--- config.mk ---
export PLATFORM = sky130hd
export DESIGN_NAME = fd_pipe
export DESIGN_NICKNAME = d
export VERILOG_FILES = /design/src/rtl/fd_pipe.sv
export SDC_FILE = /design/constraint.sdc
export NUM_CORES = 1
export LEC_CHECK = 0
export ABC_AREA = 1
export BUFFER_PORTS_ARGS = -buffer_cell sky130_fd_sc_hd__buf_2
export CAP_MARGIN = 5
export CELL_PAD_IN_SITES_DETAIL_PLACEMENT = 0
export CELL_PAD_IN_SITES_GLOBAL_PLACEMENT = 1
export CORE_ASPECT_RATIO = 0.75
export CORE_MARGIN = 3
export CORE_UTILIZATION = 43
export DETAILED_ROUTE_END_ITERATION = 8
export PLACE_DENSITY = 0.84
export SYNTH_ARGS = -nofsm -noshare
export SYNTH_HDL_FRONTEND = slang
export SYNTH_SLANG_ARGS = --single-unit
--- constraint.sdc ---
create_clock -name CK -period 3.7 [get_ports CK]
set_clock_uncertainty 0.15 [all_clocks]
set_input_delay 1.11 -clock CK [delete_from_list [all_inputs] [get_ports CK]]
set_output_delay 1.11 -clock CK [all_outputs]
set_load 0.05 [all_outputs]
--- src/rtl/fd_pipe.sv ---
// Parametrised registered delay line with per-stage valid bits, clock enable,
// synchronous flush, a runtime-selectable output tap and an occupancy counter.
module fd_pipe #(
  parameter int                 WIDTH     = 8,
  parameter int                 DEPTH     = 4,
  parameter logic [WIDTH-1:0]   RESET_VAL = '0,
  localparam int                SW        = (DEPTH > 1) ? $clog2(DEPTH) : 1,
  localparam int                CW        = $clog2(DEPTH + 1)
) (
  input  logic             CK,
  input  logic             RST_N,
  input  logic             CE,
  input  logic             CLR,
  input  logic [WIDTH-1:0] I,
  input  logic             IV,
  input  logic [SW-1:0]    SEL,
  output logic [WIDTH-1:0] O,
  output logic             OV,
  output logic [CW-1:0]    CNT
);

  logic [WIDTH-1:0] stageData_q [DEPTH];
  logic [WIDTH-1:0] stageData_d [DEPTH];
  logic [DEPTH-1:0] stageValid_q;
  logic [DEPTH-1:0] stageValid_d;
  logic [CW-1:0]    count_q;
  logic [CW-1:0]    count_d;
  logic [SW-1:0]    selClamp;

  // Flush beats shift; the count tracks words entering S[0] and leaving S[DEPTH-1].
  always_comb begin
    stageData_d  = stageData_q;
    stageValid_d = stageValid_q;
    count_d      = count_q;
    if (CLR) begin
      for (int k = 0; k < DEPTH; k++) begin
        stageData_d[k]  = RESET_VAL;
        stageValid_d[k] = 1'b0;
      end
      count_d = '0;
    end else if (CE) begin
      stageData_d[0]  = I;
      stageValid_d[0] = IV;
      for (int k = 1; k < DEPTH; k++) begin
        stageData_d[k]  = stageData_q[k-1];
        stageValid_d[k] = stageValid_q[k-1];
      end
      count_d = count_q + CW'(IV) - CW'(stageValid_q[DEPTH-1]);
    end
  end

  always_ff @(posedge CK) begin
    if (!RST_N) begin
      for (int k = 0; k < DEPTH; k++) begin
        stageData_q[k] <= RESET_VAL;
      end
      stageValid_q <= '0;
      count_q      <= '0;
    end else begin
      stageData_q  <= stageData_d;
      stageValid_q <= stageValid_d;
      count_q      <= count_d;
    end
  end

  // Out-of-range selects (non power-of-two DEPTH) fall back to the last stage.
  always_comb begin
    selClamp = SEL;
    if (int'(SEL) > DEPTH - 1) begin
      selClamp = SW'(DEPTH - 1);
    end
  end

  assign O   = stageData_q[selClamp];
  assign OV  = stageValid_q[selClamp];
  assign CNT = count_q;

endmodule

==> impl_metrics.env <==
export IMPL_outcome="finished clean"
export IMPL_synthTopCellsByArea="dfxtp_1, nor2_1, o21ai_0"
export IMPL_synth_xor_area_share_pct=0
export IMPL_synth_top_area_cell="dfxtp_1"
export IMPL_chipHeight_um=60.6
export IMPL_synth_compound_area_share_pct=20.3
export IMPL_fin_setup_tns_ns=0
export IMPL_grt_ovfl_total=0
export IMPL_yosys_area_share_simple_pct=22.5
export IMPL_cp_max_fo=19
export IMPL_grt_total_usage_pct=15.8
export IMPL_clk_root_buffer_cell="clkbuf_8"
export IMPL_critical_path_top_delay_family="buffers and inverters"
export IMPL_place_inst=298
export IMPL_drive_gt1_share_pct=14.6
export IMPL_drv_cap=0
export IMPL_cts_setup_buffers=0
export IMPL_fp_dieW_um=78.8
export IMPL_viasPerCell=4.91
export IMPL_cts_tree="built"
export IMPL_synth_mux_area_share_pct=0
export IMPL_vdd_ir_drop_max_v=0.000248
export IMPL_final_max_slew_viol_count=0
export IMPL_numCtsBuffers=5
export IMPL_wl_mm=3.60
export IMPL_crit_buf_inv=3
export IMPL_portBuffers=26
export IMPL_fin_crit_sh_pct=89.9
export IMPL_firstDrtPassIters=4
export IMPL_ctsHoldBuffers=0
export IMPL_clk_pin_slew_worst_paths_ns=0.07
export IMPL_nNetsFinal=271
export IMPL_grt_max_degree=41
export IMPL_leakage_nw=0.825
export IMPL_p_per_area_nw_per_um2=451
export IMPL_cts_repair_resized=0
export IMPL_avgSynthCellArea_um2=7.34
export IMPL_tightest_slew_ns=0.740
export IMPL_avgRoutedWirePerCell_um=11.8
export IMPL_via_count=1502
export IMPL_critical_path_max_stage_delay_ns=0.31
export IMPL_period_minus_slack_ns=3.33
export IMPL_grt_pass1_vias=1230
export IMPL_slew_headroom_pct=50.5
export IMPL_synth_top_family_by_area="simple AND/OR/NAND/NOR gates"
export IMPL_die_area_um2=4780
export IMPL_finalHoldViolations=0
export IMPL_syn_nets=251
export IMPL_grt_pass1_wl_mm=5.76
export IMPL_finalSetupViolCount=0
export IMPL_coreArea_um2=3730
export IMPL_cp_startpoint="SEL[0]"
export IMPL_synthCells=233
export IMPL_cts_sinks=39
export IMPL_rows=19
export IMPL_critPathKind="in2out"
export IMPL_required_ns=2.44
export IMPL_area_growth_pct=10.2
export IMPL_synth_fa_ha_area_share_pct=2.63
export IMPL_netlist_area_um2=1710
export IMPL_place_ws_ns=0.370
export IMPL_timing_rr_start="CNT[0]"
export IMPL_hp_start="stageData_q[20]"
export IMPL_ys_ff_latch=39
export IMPL_htree_levels=2
export IMPL_critPathLaunchType="input pin"
export IMPL_post_dp_hpwl_mm=2.13
export IMPL_gp_congestion=0.706
export IMPL_clock_latency_ns=0.29
export IMPL_synth_top_area_share_pct=45.6
export IMPL_clock_fmax_mhz=301
export IMPL_yosys_warnings=0
export IMPL_fin_cells=306
export IMPL_hold_class="reg2reg"
export IMPL_drc=0
export IMPL_seq_area_frac_synth_pct=45.6
export IMPL_ant_nets=0
export IMPL_floorplan_initialDensity_pct=45.8
export IMPL_critPathArrivalTime_ns=2.07
export IMPL_crit_top_cell="buf_2"
export IMPL_boundaryPins=27
export IMPL_ctsLongestPathBuffers=2
export IMPL_ys_types=17
export IMPL_cp_cell_sequence="buf_2 > inv_4 > o21ai_0 > o22ai_1 > buf_2"
export IMPL_drtIter0Drc=118
export IMPL_worst_slack_ns=0.374
export IMPL_antenna_cells=0
export IMPL_rsz0062_at_grt="false"
export IMPL_antenna_found_initial=0
export IMPL_crit_path_end_kind="primary output"
export IMPL_slowest_stage="buf_2"
[final cells by class]
class / count / area (µm²)
Clock buffer: 7 / 76.3
Clock inverter: 1 / 5.00
Fill cell: 409 / 1850
Inverter: 9 / 36.3
Multi-Input combinational cell: 170 / 777
Sequential cell: 39 / 781
Tap cell: 52 / 65.1
Timing Repair Buffer: 28 / 145
[stage by stage]
| stage | cell area [µm²] | hold slack (ns) | utilization [%] | power (mW) |
|---|---|---|---|---|
| 2_1_floorplan | 1710 | 0.303 | - | 0.560 |
| 3_3_place_gp | 1800 | 0.323 | 48.3 | 0.586 |
| 3_5_place_dp | 1800 | 0.327 | 48.3 | 0.586 |
| 4_1_cts | 1890 | 0.340 | 50.5 | 0.862 |
| 5_1_grt | 1890 | 0.364 | 50.5 | 0.896 |
| 6_report | 1890 | 0.340 | 50.5 | 0.851 |
[registers in the layout, summed over array words and instances (netlist names)]
signal	cells
stageValid_q	4
stageData_q	32
CNT	3
[power by group]
| group | internal, mW | switching [mW] | leakage, nW |
|---|---|---|---|
| clock network | 0.132 | 0.143 | 0.0422 |
| registers | 0.435 | 0.0105 | 0.318 |
| logic | 0.0380 | 0.0925 | 0.464 |
[Yosys cell counts]
cell type	instances
a21oi_1	2
buf_2	6
buf_4	4
buf_6	5
dfxtp_1	39
fa_1	1
ha_1	2
inv_1	7
inv_2	1
inv_4	1
nand2_1	4
nand4_1	1
nor2_1	94
nor2_4	1
o21ai_0	40
o21ai_1	16
o22ai_1	9
[placed cells by master (no fill, tap or decap), types with 4 or more instances in the layout]
cell and n:
buf_2 26, clkbuf_8 5, dfxtp_1 39, inv_1 7, nand2_1 4, nor2_1 94
o21ai_0 40, o21ai_1 16, o22ai_1 9
[worst paths after layout]
path / to / cells after the start / slack [ns]
setup / recovery: O[4] / 5 / 0.37
setup reg to reg: CNT[2] / 11 / 1.82
hold / removal: stageData_q[20] / 2 / 0.34
hold reg to reg: stageData_q[20] / 2 / 0.34
[tightest hold or removal path: stages (launching register included)]
cell and delay, ns:
dfxtp_1 0.32, nor2_1 0.08, nor2_1 0.05
[per-layer routing]
metal	part of all wire [%]	vias up	GRT usage [%]	routed length, µm
li1	-	798	-	-
met1	52	665	22.4	1870
met2	42	32	22.2	1510
met3	4.8	7	4.90	173
met4	1.5	0	6.62	55
met5	0	-	0	0
[logic make-up (layout without fill, tap and decap cells)]
group           Yosys count  after routing
simple gates            100            100
flops                    39             39
fa+ha+maj                 3              3
buf+inv                  24             45
compound gates           67             67
(Power assumes the default switching activity.)
